File: config.mk
export PLATFORM = sky130hd
export DESIGN_NAME = stack_controller_v2
export DESIGN_NICKNAME = d
export VERILOG_FILES = /design/src/rtl/stack_ctrl_pkg.sv /design/src/rtl/stack_occupancy.sv /design/src/rtl/stack_controller_v2.sv
export SDC_FILE = /design/constraint.sdc
export NUM_CORES = 1
export LEC_CHECK = 0
export ABC_CLOCK_PERIOD_IN_PS = 7200
export CORE_MARGIN = 3
export CORE_UTILIZATION = 59
export DETAILED_ROUTE_END_ITERATION = 8
export DONT_BUFFER_PORTS = 1
export PLACE_DENSITY = 0.73
export SLEW_MARGIN = 20
export SYNTH_ARGS = -nofsm -noshare
export SYNTH_HDL_FRONTEND = slang
export SYNTH_SLANG_ARGS = --single-unit
File: constraint.sdc
create_clock -name clk -period 7.2 [get_ports clk]
set_clock_uncertainty 0.2 [all_clocks]
set_input_delay 0.36 -clock clk [delete_from_list [all_inputs] [get_ports clk]]
set_output_delay 0.36 -clock clk [all_outputs]
set_load 0.02 [all_outputs]
File: src/rtl/stack_ctrl_pkg.sv
`default_nettype none
// ============================================================================
// Module   : stack_ctrl_pkg
// Brief    : Shared types and constants for the stack-datapath controller:
//            FSM states, opcodes, ALU selects, trap codes, control bundle.
// Revision : 1.0 - initial release
// ============================================================================
package stack_ctrl_pkg;

  typedef enum logic [4:0] {
    S_IDLE,
    S_FETCH,
    S_LOAD_IR,
    S_DECODE,
    S_POP_A,
    S_POP_B,
    S_POP_U,
    S_EXEC,
    S_PUSH_R,
    S_MEM_RD,
    S_MEM_LATCH,
    S_PUSH_M,
    S_ST_POP,
    S_MEM_WR,
    S_JZ_POP,
    S_JZ_TEST,
    S_JUMP,
    S_DUP_RD,
    S_DUP_EX,
    S_HALT,
    S_TRAP
  } state_t;

  localparam logic [3:0] c_op_add  = 4'd0;
  localparam logic [3:0] c_op_sub  = 4'd1;
  localparam logic [3:0] c_op_and  = 4'd2;
  localparam logic [3:0] c_op_not  = 4'd3;
  localparam logic [3:0] c_op_push = 4'd4;
  localparam logic [3:0] c_op_pop  = 4'd5;
  localparam logic [3:0] c_op_jmp  = 4'd6;
  localparam logic [3:0] c_op_jz   = 4'd7;
  localparam logic [3:0] c_op_dup  = 4'd8;
  localparam logic [3:0] c_op_halt = 4'd15;

  localparam logic [2:0] c_alu_add  = 3'd0;
  localparam logic [2:0] c_alu_sub  = 3'd1;
  localparam logic [2:0] c_alu_and  = 3'd2;
  localparam logic [2:0] c_alu_not  = 3'd3;
  localparam logic [2:0] c_alu_pass = 3'd4;

  localparam logic [1:0] c_trap_none    = 2'd0;
  localparam logic [1:0] c_trap_under   = 2'd1;
  localparam logic [1:0] c_trap_over    = 2'd2;
  localparam logic [1:0] c_trap_illegal = 2'd3;

  // One-bit control strobes, registered together as a single bundle
  typedef struct packed {
    logic pc_en;
    logic ins_en;
    logic data_en;
    logic a_en;
    logic b_en;
    logic result_en;
    logic jump_sel;
    logic data_adr_sel;
    logic mem_data_sel;
    logic pc_plus;
    logic we;
    logic re;
    logic push;
    logic pop;
    logic tos;
    logic halted;
    logic trap;
  } ctrl_t;

  // Minimum stack occupancy an opcode needs before it may execute
  function automatic logic [1:0] needs_pops(input logic [3:0] op);
    case (op)
      c_op_add, c_op_sub, c_op_and:        needs_pops = 2'd2;
      c_op_not, c_op_pop, c_op_jz, c_op_dup: needs_pops = 2'd1;
      default:                             needs_pops = 2'd0;
    endcase
  endfunction

  function automatic logic is_legal(input logic [3:0] op);
    is_legal = (op <= c_op_dup) || (op == c_op_halt);
  endfunction

endpackage
`default_nettype wire

File: src/rtl/stack_occupancy.sv
`default_nettype none
// ============================================================================
// Module   : stack_occupancy
// Brief    : Up/down counter tracking the number of live stack entries.
// Revision : 1.0 - initial release
// ============================================================================
module stack_occupancy #(
  parameter int STACK_DEPTH = 16
) (
  input  logic                               clk,
  input  logic                               rst,
  input  logic                               i_push,
  input  logic                               i_pop,
  output logic [$clog2(STACK_DEPTH+1)-1:0]   o_count
);

  localparam int c_w = $clog2(STACK_DEPTH + 1);

  logic [c_w-1:0] r_count;

  // Count pushes up and pops down; the controller never asserts both at once
  always_ff @(posedge clk) begin
    if (rst) begin
      r_count <= '0;
    end else if (i_push && !i_pop) begin
      r_count <= r_count + c_w'(1);
    end else if (i_pop && !i_push) begin
      r_count <= r_count - c_w'(1);
    end
  end

  assign o_count = r_count;

endmodule
`default_nettype wire

File: src/rtl/stack_controller_v2.sv
`default_nettype none
// ============================================================================
// Module   : stack_controller_v2
// Brief    : Multi-cycle Moore control FSM for the stack-based datapath, with
//            memory-ready handshake, occupancy tracking and sticky traps.
// Revision : 1.0 - initial release
// ============================================================================
module stack_controller_v2 #(
  parameter int OPCODE_W    = 4,
  parameter int STACK_DEPTH = 16,
  parameter int ALU_SEL_W   = 3
) (
  input  logic                              clk,
  input  logic                              rst,
  input  logic [OPCODE_W-1:0]               opcode,
  input  logic                              zero,
  input  logic                              mem_ready,
  output logic                              pcEn,
  output logic                              insEn,
  output logic                              dataEn,
  output logic                              Aen,
  output logic                              Ben,
  output logic                              resultEn,
  output logic                              jumpSel,
  output logic                              dataAdrSel,
  output logic                              memDataSel,
  output logic                              pcPlus,
  output logic                              WE,
  output logic                              RE,
  output logic                              push,
  output logic                              pop,
  output logic                              tos,
  output logic [ALU_SEL_W-1:0]              aluSignal,
  output logic [$clog2(STACK_DEPTH+1)-1:0]  sp_count,
  output logic                              halted,
  output logic                              trap,
  output logic [1:0]                        trap_code
);
  import stack_ctrl_pkg::*;

  localparam int c_sp_w = $clog2(STACK_DEPTH + 1);

  state_t                r_state;
  state_t                w_state_nxt;
  ctrl_t                 r_ctrl;
  ctrl_t                 w_ctrl_nxt;
  logic [ALU_SEL_W-1:0]  r_alu;
  logic [ALU_SEL_W-1:0]  w_alu_nxt;
  logic [1:0]            r_tcode;
  logic [1:0]            w_tcode_nxt;
  logic [3:0]            w_op;
  logic                  w_legal;
  logic [1:0]            w_need;
  logic [c_sp_w-1:0]     w_sp;

  // Opcodes wider than four bits are legal only when the upper bits are zero
  assign w_op    = opcode[3:0];
  assign w_legal = ((opcode >> 4) == '0) && is_legal(w_op);
  assign w_need  = needs_pops(w_op);

  // Next-state selection, including the occupancy checks made in DECODE
  always_comb begin
    w_state_nxt = r_state;
    w_tcode_nxt = r_tcode;
    case (r_state)
      S_IDLE:      w_state_nxt = S_FETCH;
      S_FETCH:     if (mem_ready) w_state_nxt = S_LOAD_IR;
      S_LOAD_IR:   w_state_nxt = S_DECODE;
      S_DECODE: begin
        if (!w_legal) begin
          w_state_nxt = S_TRAP;
          w_tcode_nxt = c_trap_illegal;
        end else if (c_sp_w'(w_need) > w_sp) begin
          w_state_nxt = S_TRAP;
          w_tcode_nxt = c_trap_under;
        end else if ((w_op == c_op_push || w_op == c_op_dup) &&
                     (w_sp == c_sp_w'(STACK_DEPTH))) begin
          w_state_nxt = S_TRAP;
          w_tcode_nxt = c_trap_over;
        end else begin
          case (w_op)
            c_op_add, c_op_sub, c_op_and: w_state_nxt = S_POP_A;
            c_op_not:  w_state_nxt = S_POP_U;
            c_op_push: w_state_nxt = S_MEM_RD;
            c_op_pop:  w_state_nxt = S_ST_POP;
            c_op_jmp:  w_state_nxt = S_JUMP;
            c_op_jz:   w_state_nxt = S_JZ_POP;
            c_op_dup:  w_state_nxt = S_DUP_RD;
            c_op_halt: w_state_nxt = S_HALT;
            default: begin
              w_state_nxt = S_TRAP;
              w_tcode_nxt = c_trap_illegal;
            end
          endcase
        end
      end
      S_POP_A:     w_state_nxt = S_POP_B;
      S_POP_B:     w_state_nxt = S_EXEC;
      S_POP_U:     w_state_nxt = S_EXEC;
      S_EXEC:      w_state_nxt = S_PUSH_R;
      S_PUSH_R:    w_state_nxt = S_FETCH;
      S_MEM_RD:    if (mem_ready) w_state_nxt = S_MEM_LATCH;
      S_MEM_LATCH: w_state_nxt = S_PUSH_M;
      S_PUSH_M:    w_state_nxt = S_FETCH;
      S_ST_POP:    w_state_nxt = S_MEM_WR;
      S_MEM_WR:    if (mem_ready) w_state_nxt = S_FETCH;
      S_JZ_POP:    w_state_nxt = S_JZ_TEST;
      S_JZ_TEST:   w_state_nxt = zero ? S_JUMP : S_FETCH;
      S_JUMP:      w_state_nxt = S_FETCH;
      S_DUP_RD:    w_state_nxt = S_DUP_EX;
      S_DUP_EX:    w_state_nxt = S_PUSH_R;
      S_HALT:      w_state_nxt = S_HALT;
      S_TRAP:      w_state_nxt = S_TRAP;
      default:     w_state_nxt = S_IDLE;
    endcase
  end

  // Moore output decode of the state being entered, so outputs can be registered
  always_comb begin
    w_ctrl_nxt = '0;
    w_alu_nxt  = '0;
    case (w_state_nxt)
      S_FETCH:     w_ctrl_nxt.re = 1'b1;
      S_LOAD_IR: begin
        w_ctrl_nxt.pc_en   = 1'b1;
        w_ctrl_nxt.pc_plus = 1'b1;
        w_ctrl_nxt.ins_en  = 1'b1;
      end
      S_POP_A: begin
        w_ctrl_nxt.a_en = 1'b1;
        w_ctrl_nxt.pop  = 1'b1;
      end
      S_POP_B: begin
        w_ctrl_nxt.b_en = 1'b1;
        w_ctrl_nxt.pop  = 1'b1;
        w_alu_nxt       = ALU_SEL_W'(w_op);
      end
      S_POP_U: begin
        w_ctrl_nxt.a_en = 1'b1;
        w_ctrl_nxt.pop  = 1'b1;
        w_alu_nxt       = ALU_SEL_W'(c_alu_not);
      end
      S_EXEC: begin
        w_ctrl_nxt.result_en = 1'b1;
        w_alu_nxt            = r_alu;
      end
      S_PUSH_R:    w_ctrl_nxt.push = 1'b1;
      S_MEM_RD: begin
        w_ctrl_nxt.data_adr_sel = 1'b1;
        w_ctrl_nxt.re           = 1'b1;
      end
      S_MEM_LATCH: w_ctrl_nxt.data_en = 1'b1;
      S_PUSH_M: begin
        w_ctrl_nxt.mem_data_sel = 1'b1;
        w_ctrl_nxt.push         = 1'b1;
      end
      S_ST_POP: begin
        w_ctrl_nxt.pop          = 1'b1;
        w_ctrl_nxt.a_en         = 1'b1;
        w_ctrl_nxt.data_adr_sel = 1'b1;
      end
      S_MEM_WR: begin
        w_ctrl_nxt.we           = 1'b1;
        w_ctrl_nxt.data_adr_sel = 1'b1;
      end
      S_JZ_POP: begin
        w_ctrl_nxt.pop  = 1'b1;
        w_ctrl_nxt.a_en = 1'b1;
      end
      S_JZ_TEST:   w_alu_nxt = ALU_SEL_W'(c_alu_pass);
      S_JUMP: begin
        w_ctrl_nxt.jump_sel = 1'b1;
        w_ctrl_nxt.pc_en    = 1'b1;
      end
      S_DUP_RD: begin
        w_ctrl_nxt.tos  = 1'b1;
        w_ctrl_nxt.a_en = 1'b1;
      end
      S_DUP_EX: begin
        w_ctrl_nxt.result_en = 1'b1;
        w_alu_nxt            = ALU_SEL_W'(c_alu_pass);
      end
      S_HALT:      w_ctrl_nxt.halted = 1'b1;
      S_TRAP:      w_ctrl_nxt.trap   = 1'b1;
      default:     w_ctrl_nxt = '0;
    endcase
  end

  // State and registered outputs; reset clears every strobe immediately
  always_ff @(posedge clk) begin
    if (rst) begin
      r_state <= S_IDLE;
      r_ctrl  <= '0;
      r_alu   <= '0;
      r_tcode <= c_trap_none;
    end else begin
      r_state <= w_state_nxt;
      r_ctrl  <= w_ctrl_nxt;
      r_alu   <= w_alu_nxt;
      r_tcode <= w_tcode_nxt;
    end
  end

  stack_occupancy #(
    .STACK_DEPTH (STACK_DEPTH)
  ) u_occupancy (
    .clk     (clk),
    .rst     (rst),
    .i_push  (r_ctrl.push),
    .i_pop   (r_ctrl.pop),
    .o_count (w_sp)
  );

  assign pcEn       = r_ctrl.pc_en;
  assign insEn      = r_ctrl.ins_en;
  assign dataEn     = r_ctrl.data_en;
  assign Aen        = r_ctrl.a_en;
  assign Ben        = r_ctrl.b_en;
  assign resultEn   = r_ctrl.result_en;
  assign jumpSel    = r_ctrl.jump_sel;
  assign dataAdrSel = r_ctrl.data_adr_sel;
  assign memDataSel = r_ctrl.mem_data_sel;
  assign pcPlus     = r_ctrl.pc_plus;
  assign WE         = r_ctrl.we;
  assign RE         = r_ctrl.re;
  assign push       = r_ctrl.push;
  assign pop        = r_ctrl.pop;
  assign tos        = r_ctrl.tos;
  assign halted     = r_ctrl.halted;
  assign trap       = r_ctrl.trap;
  assign aluSignal  = r_alu;
  assign sp_count   = w_sp;
  assign trap_code  = r_tcode;

endmodule
`default_nettype wire

==> results of run 1 <==
## area by class of cell
cell class                 instances  area share, %
multi-input combinational        153           59.1
clock buffer                       6           2.80
tap                               31           2.12
sequential                        31           33.9
timing repair buffer               1          0.547
inverter                           6           1.23
clock inverter                     1          0.274
## per-layer routing
metal,GRT usage (%),wire (um),up-vias
met5,0,0,-
met4,8.05,71,0
met2,34.4,1820,42
met3,7.34,189,8
li1,-,-,730
met1,31.9,1770,686
## final timing paths
| check | endpoint | depth (start not counted) | slack, ns |
|---|---|---|---|
| worst min register to register | trap_code[0] | 2 | 0.38 |
| worst max register to register | dataAdrSel | 8 | 4.23 |
| worst min-delay path | aluSignal[0] | 2 | 0.04 |
| worst max-delay path | dataAdrSel | 8 | 4.23 |
## power breakdown
group / total (mW) / switching, mW / internal (mW) / leakage [nW]
Clock: 0.100 / 0.0552 / 0.0452 / 0.0341
Combinational: 0.0992 / 0.0551 / 0.0441 / 0.406
Sequential: 0.210 / 0.0278 / 0.182 / 0.251
Total: 0.410 / 0.138 / 0.272 / 0.691
## critical path, cell delays in order (launching register included)
cell     delay (ns)
dfxtp_1        0.57
inv_1          0.09
ha_1           0.31
nor2b_1        0.13
o21ai_1        0.37
a21oi_4        0.14
nor4b_4        0.49
mux2_2         0.39
and3_1         0.17
## through the flow
stage               hold slack [ns]  instance area [um^2]  worst slack, ns  power [mW]
floorplan                     0.240                  1800             4.23       0.298
global placement              0.228                  1760             4.24       0.307
detailed placement            0.227                  1760             4.18       0.310
CTS                          0.0253                  1830             4.23       0.413
global route                 0.0319                  1830             4.05       0.432
finish                       0.0368                  1830             4.23       0.410
## cells by family (layout without fill, tap and decap cells)
| family | Yosys count | after routing | share of synthesized area [%] |
|---|---|---|---|
| AO/OA/AOI/OAI | 51 | 51 | 19.6 |
| XOR/XNOR | 6 | 6 | 2.91 |
| adder cells (fa/ha/maj) | 7 | 7 | 5.27 |
| flip-flops | 31 | 31 | 34.4 |
| buffers and inverters | 20 | 14 | 5.69 |
| multiplexers | 2 | 2 | 1.18 |
| AND/OR/NAND/NOR | 87 | 87 | 30.9 |
## flip-flops by register name (all words and copies together) (netlist names), 2 cells and up
signal / cells
r_state: 5
u_occupancy.o_count: 5
aluSignal: 3
trap_code: 2
## synthesized netlist by cell type (2+ instances only)
library cell / instances
xor2_1: 3
a21oi_1: 19
o21ai_1: 2
a21o_1: 3
dfxtp_1: 31
nand2_1: 9
inv_1: 6
buf_4: 2
buf_6: 2
or3b_2: 2
nor4b_1: 2
a211oi_1: 2
xnor2_1: 3
or3_1: 3
or3_4: 2
nor3_2: 2
nand3b_1: 4
ha_1: 6
a311oi_1: 3
nor4_1: 3
clkbuf_1: 6
nor2_1: 23
a21oi_2: 2
nand2b_1: 5
nor3_1: 7
o21ai_0: 7
nand3_1: 5
nor2b_1: 8
buf_2: 4
==> qor.txt, run 1 <==
ys async rst share -> 0%
Worst EP required -> 7.23 ns
crit path max fanout -> 8
most common cell after layout, fill and taps aside -> dfxtp_1
Synth area leaders -> dfxtp_1, a21oi_1, nor2_1
CP Launch Type -> flip-flop
Total Die Area -> 3760 um^2
Pre-antenna DRT Iters -> 4
number of fill cells in the layout -> 246
max-cap viol count -> 0
Leakage -> 0.691 nW
via count -> 1,466
cts bufs inserted -> 5
most frequent cells in the layout -> dfxtp_1, nor2_1, a21oi_1, nand2_1, nor2b_1
Final Hold Viols -> 0
hold_sp -> opcode[0]
Final Util -> 64.7%
max frequency -> 337 MHz
Reg area -> 621 um^2
GRT Overall Usage -> 23.2%
Hold Crit Class -> in2reg
antenna violations before repair -> 0
VDD IR max -> 0.195 mV
Antenna diodes -> 0
Resized Gates After CTS -> 0
CTS max path bufs -> 2
Syn Nets -> 219
origin of the critical flop-to-flop path -> u_occupancy.o_count[1]
area share of the largest cell type after synthesis -> 34.4%
Slew Viols, Final -> 0
Non-Filler Instances -> 229
Die X -> 61.3 um
Routability Congestion -> 0.939
largest net degree at the start of global routing -> 22
pwr/cell area -> 224 nW/um^2
outcome -> completed
CP arrival -> 3.00 ns
DR iter-0 viols -> 119
core footprint -> 2830 um^2
class of the most critical setup path -> reg2reg
Post-Route WL -> 3850 um
setup total negative slack -> 0 ns
CTS clk-pin slew, worst paths -> 0.09 ns
number of remaining DRC errors -> 0
Final #Nets -> 213
Cell Area, Synth -> 1800 um^2
number of port buffers -> 0
std cell rows -> 19
hpwl dp -> 2800 um
Starting Density -> 63.8%
sequential area share after synthesis -> 34.4%
Yosys reg bits -> 31
area delta synth->final -> 1.39%
cts-stage hold buffer count -> 1
Sink Count -> 31
Skew-Pair Late Insertion Delay -> 0.32 ns
post-layout minimum cycle time -> 2.97 ns
post-synth top area cell -> dfxtp_1
Overflow after GRT -> 0
Relative slew margins -> 45.1%
Avg Synthesized Cell Area -> 8.84 um^2
post-DR vias/cell -> 6.40
crit path launch -> u_occupancy.o_count[1]
Max H-tree Level -> 2
TritonCTS clock tree -> built
io pins -> 35
Antenna Nets Post-Route -> 0
final setup fails -> 0
share of cells above drive strength 1 -> 12.1%
synthesized instance count -> 204
Placed Cells incl. Taps -> 221
per-cell routed wire length -> 16.8 um
Yosys Warn Count -> 0
Post-synth EDFFs -> 0
final period utilization -> 41.2%
number of global-route vias before repair -> 1,376
multi-input combinational cell area -> 1080 um^2
Clock Root Buffer -> clkbuf_4
Worst-Margin Slew -> 0.821 ns
first-pass GRT wire length -> 6390 um
most used flip-flop cell after synthesis -> dfxtp_1
die height -> 61.3 um
Synth cell types -> 57
CP Capture Type -> flip-flop
RSZ-0062 raised after global routing -> false
post-CTS setup buffer count -> 0
(Power assumes the default switching activity.)
==> run 2, diff against run 1 <==
--- a/config.mk
+++ b/config.mk
@@ -5,7 +5,7 @@
 export SDC_FILE = /design/constraint.sdc
 export NUM_CORES = 1
 export LEC_CHECK = 0
-export ABC_CLOCK_PERIOD_IN_PS = 7200
+export ABC_CLOCK_PERIOD_IN_PS = 3000
 export CORE_MARGIN = 3
 export CORE_UTILIZATION = 59
 export DETAILED_ROUTE_END_ITERATION = 8
==> constraint.sdc (replaced) <==
create_clock -name clk -period 3 [get_ports clk]
set_clock_uncertainty 0.2 [all_clocks]
set_input_delay 0.15 -clock clk [delete_from_list [all_inputs] [get_ports clk]]
set_output_delay 0.15 -clock clk [all_outputs]
set_load 0.02 [all_outputs]
==> run 2 against run 1 <==
Net effect:
- cell count increased by 2.2%
- maximum frequency increased by 12%
- count of clock-buffer cells in the layout unchanged
- via count increased by 1.4%
- critical endpoint unchanged
- largest cell class unchanged
- wire length decreased by 2.3%
==> qor.txt, run 2 (synthesis gave the netlist of run 1 again) <==
outcome -> completed
CP Launch Type -> flip-flop
CTS max path bufs -> 2
most common cell after layout, fill and taps aside -> dfxtp_1
RSZ-0062 raised after global routing -> false
Worst-Margin Slew -> 0.874 ns
max-cap viol count -> 0
final period utilization -> 88.2%
hold path cells -> 3
met3 Use GR -> 8.39%
Antenna diodes -> 0
cts bufs inserted -> 5
CTS clk-pin slew, worst paths -> 0.09 ns
Relative slew margins -> 41.5%
max frequency -> 378 MHz
Pre-antenna DRT Iters -> 4
std cell rows -> 19
core footprint -> 2830 um^2
CP arrival -> 2.68 ns
Slew Viols, Final -> 0
per-cell routed wire length -> 16.1 um
number of remaining DRC errors -> 0
worst hold endpoint -> trap_code[0]
global routing met2 resource utilization -> 33.2%
Sink Count -> 31
TritonCTS clock tree -> built
pwr/cell area -> 570 nW/um^2
Reg2Reg Depth -> 8
Skew-Pair Late Insertion Delay -> 0.34 ns
hpwl dp -> 2740 um
most frequent cells in the layout -> dfxtp_1, nor2_1, a21oi_1, nand2_1, nor2b_1
first-pass GRT wire length -> 6270 um
post-layout minimum cycle time -> 2.64 ns
Overflow after GRT -> 0
GRT busiest layer -> met2
VDD IR max -> 0.365 mV
setup total negative slack -> 0 ns
number of global-route vias before repair -> 1,341
crit path launch -> u_occupancy.o_count[1]
hold_sp -> opcode[3]
Resized Gates After CTS -> 0
class of the most critical setup path -> reg2reg
post-DR vias/cell -> 6.35
Antenna Nets Post-Route -> 0
Final Hold Viols -> 0
Starting Density -> 63.8%
flop-to-flop setup slack -> 0.36 ns
Hold Crit Class -> in2reg
r2r endpoint -> dataAdrSel
Max H-tree Level -> 2
number of port buffers -> 0
CP Capture Type -> flip-flop
die height -> 61.3 um
io pins -> 35
DR iter-0 viols -> 121
area delta synth->final -> 4.99%
Total Die Area -> 3760 um^2
Fin Hold WS -> 0.0149 ns
met1 Usage GRT -> 30.5%
Leakage -> 0.725 nW
Routability Congestion -> 0.901
origin of the critical flop-to-flop path -> u_occupancy.o_count[1]
Final #Nets -> 217
Die X -> 61.3 um
Clock Root Buffer -> clkbuf_4
antenna violations before repair -> 0
GRT Overall Usage -> 23.0%
share of cells above drive strength 1 -> 13.3%
largest net degree at the start of global routing -> 25
Post-Route WL -> 3760 um
crit path max fanout -> 8
final setup fails -> 0
Worst EP required -> 3.03 ns
via count -> 1,487
## run 2: changes by cell type in the layout (fill, tap and decap cells not counted)
cell / before / now
buf_4: 0 / 2
dlygate4sd3_1: 1 / 3
bufinv_16: 0 / 1
## run 2: cell type report
class,instances,area (um^2)
Clock buffer,6,51.3
Clock inverter,2,35.0
Fill cell,229,935
Inverter,6,22.5
Multi-Input combinational cell,153,1080
Sequential cell,31,621
Tap cell,31,38.8
Timing Repair Buffer,5,45.0
## run 2: critical path, stage by stage (launching register included)
cell	delay, ns
dfxtp_1	0.33
inv_1	0.05
ha_1	0.29
nor2b_1	0.14
o21ai_1	0.37
a21oi_4	0.14
nor4b_4	0.48
mux2_2	0.38
and3_1	0.17
## run 2: report_power, final
group	switching, mW	internal [mW]	total [mW]
combinational	0.140	0.110	0.250
sequential	0.0591	0.438	0.497
clock	0.137	0.197	0.333
## run 2: how the worst max path moves through the flow
| stage | to | slack [ns] | cells after the start |
|---|---|---|---|
| after floorplan | dataAdrSel | 0.24 | 11 |
| after detailed placement | dataAdrSel | 0.19 | 10 |
| after CTS | dataAdrSel | 0.35 | 8 |
| after global placement | dataAdrSel | 0.24 | 10 |
| final | dataAdrSel | 0.36 | 8 |
| after global routing | dataAdrSel | 0.17 | 8 |
## run 2: what timing repair did
action | 4_1_cts | 5_1_grt
hold buffers | 3 | 0
hold endpoints to repair | 31 | 0
buffers inserted | 0 | 0
## run 2: routing by layer
metal	share of wire [%]	vias up
li1	-	734
met1	45	697
met2	46	47
met3	7.2	9
met4	2.2	0
met5	0	-
## run 2: metrics by stage
stage               std cells  total power, mW  util, %  worst slack [ns]  area [um^2]
finish                    234             1.08     67.0             0.355         1890
global route              234             1.15     67.0             0.172         1890
CTS                       234             1.09     67.0             0.349         1890
detailed placement        223            0.746     62.8             0.189         1780
global placement          223            0.741     62.8             0.241         1780
floorplan                 204            0.716        -             0.239         1800
==> run 3, diff against run 2 <==
--- a/config.mk
+++ b/config.mk
@@ -8,9 +8,11 @@
 export ABC_CLOCK_PERIOD_IN_PS = 3000
 export CORE_MARGIN = 3
 export CORE_UTILIZATION = 59
+export CTS_CLUSTER_DIAMETER = 60
 export DETAILED_ROUTE_END_ITERATION = 8
 export DONT_BUFFER_PORTS = 1
 export PLACE_DENSITY = 0.73
+export RECOVER_POWER = 100
 export SLEW_MARGIN = 20
 export SYNTH_ARGS = -nofsm -noshare
 export SYNTH_HDL_FRONTEND = slang
==> run 3 against run 2 <==
Net effect:
- the flow now finishes with violations (negative hold slack)
- non-clock buffer count unchanged
- hold slack got worse by 0.026 ns
- clock power about the same
- sequential cell count unchanged
- global-route usage unchanged
- cell count unchanged
==> qor.txt, run 3 (synthesis gave the netlist of run 1 again) <==
Fin Hold WS -> -0.0109 ns
TritonCTS clock tree -> built
GRT Overall Usage -> 23.0%
antenna violations before repair -> 0
max frequency -> 369 MHz
Worst-Margin Slew -> 0.868 ns
largest net degree at the start of global routing -> 25
post-DR vias/cell -> 6.38
Sink Count -> 31
Final #Nets -> 217
first-pass GRT wire length -> 6270 um
number of remaining DRC errors -> 0
CP Launch Type -> flip-flop
crit path max fanout -> 13
Antenna Nets Post-Route -> 0
Slew Viols, Final -> 0
RSZ-0062 raised after global routing -> false
per-cell routed wire length -> 16.0 um
failing checks -> negative hold slack
pwr/cell area -> 575 nW/um^2
Pre-antenna DRT Iters -> 4
Die X -> 61.3 um
Post-Route WL -> 3760 um
DR iter-0 viols -> 122
crit path launch -> r_state[0]
die height -> 61.3 um
max-cap viol count -> 0
area delta synth->final -> 3.47%
hpwl dp -> 2740 um
Leakage -> 0.703 nW
PnR Total Power -> 1.07 mW
number of global-route vias before repair -> 1,341
via count -> 1,492
final period utilization -> 90.2%
origin of the critical flop-to-flop path -> r_state[0]
Worst Slack Setup Final -> 0.293 ns
hold_sp -> opcode[3]
Final Util -> 66.0%
CTS clk-pin slew, worst paths -> 0.09 ns
number of port buffers -> 0
class of the most critical setup path -> reg2reg
Final Hold Viols -> 1
core footprint -> 2830 um^2
outcome -> finished with violations
Max H-tree Level -> 2
std cell rows -> 19
final setup fails -> 0
Hold Crit Class -> in2reg
share of cells above drive strength 1 -> 10.8%
CTS max path bufs -> 2
CP Capture Type -> flip-flop
Routability Congestion -> 0.901
io pins -> 35
Overflow after GRT -> 0
Clock Root Buffer -> clkbuf_4
Worst EP required -> 3.04 ns
Skew-Pair Late Insertion Delay -> 0.34 ns
Relative slew margins -> 41.9%
pre-CTS setup slack -> 0.189 ns
Total Die Area -> 3760 um^2
Antenna diodes -> 0
Starting Density -> 63.8%
most common cell after layout, fill and taps aside -> dfxtp_1
most frequent cells in the layout -> dfxtp_1, nor2_1, a21oi_1, nand2_1, nor2b_1
setup total negative slack -> 0 ns
VDD IR max -> 0.364 mV
cts bufs inserted -> 5
post-layout minimum cycle time -> 2.71 ns
CP arrival -> 2.75 ns
## run 3: what timing repair did
| item | 4_1_cts | 5_1_grt |
|---|---|---|
| hold endpoints to repair | 31 | 0 |
| hold buffers | 3 | 0 |
| setup buffers | 0 | 0 |
| resized for setup | 0 | 0 |
## run 3: routing by layer
layer	up-vias	wire, um	global-route usage [%]
met3	9	267	8.39
met1	701	1680	30.5
met4	0	84	10.5
met2	46	1730	33.2
met5	-	0	0
li1	736	-	-
## run 3: final cells by class
cell class                 instances  area (um^2)
fill                             236          962
multi-input combinational        153         1060
clock buffer                       6         51.3
sequential                        31          621
timing repair buffer               5         37.5
clock inverter                     2         35.0
tap                               31         38.8
inverter                           6         22.5
## run 3: critical path, stage by stage (launching register included)
cell	delay [ns]
dfxtp_1	0.58
nor4b_1	0.29
nand2_1	0.26
nand3b_2	0.37
o41a_1	0.49
nand2b_1	0.23
nor3_1	0.20
## run 3: final timing paths
kind	to	cells past startpoint	slack, ns
max	push	6	0.29
min	trap_code[0]	3	-0.01
max reg2reg	push	6	0.29
min reg2reg	trap_code[0]	2	0.39
## run 3: report_power, final
group          switching (mW)  total (mW)  internal, mW  leakage [nW]
clock                   0.138       0.335         0.197        0.0482
combinational           0.137       0.242         0.105         0.404
sequential             0.0586       0.496         0.438         0.251
total                   0.334        1.07         0.739         0.703
## run 3: stage by stage
step | cells | hold slack, ns | cell area (um^2)
floorplan | 204 | 0.0302 | 1800
global placement | 223 | 0.0174 | 1780
detailed placement | 223 | 0.0169 | 1780
CTS | 234 | 0.00208 | 1890
global route | 234 | -0.0000630 | 1870
finish | 234 | -0.0109 | 1870
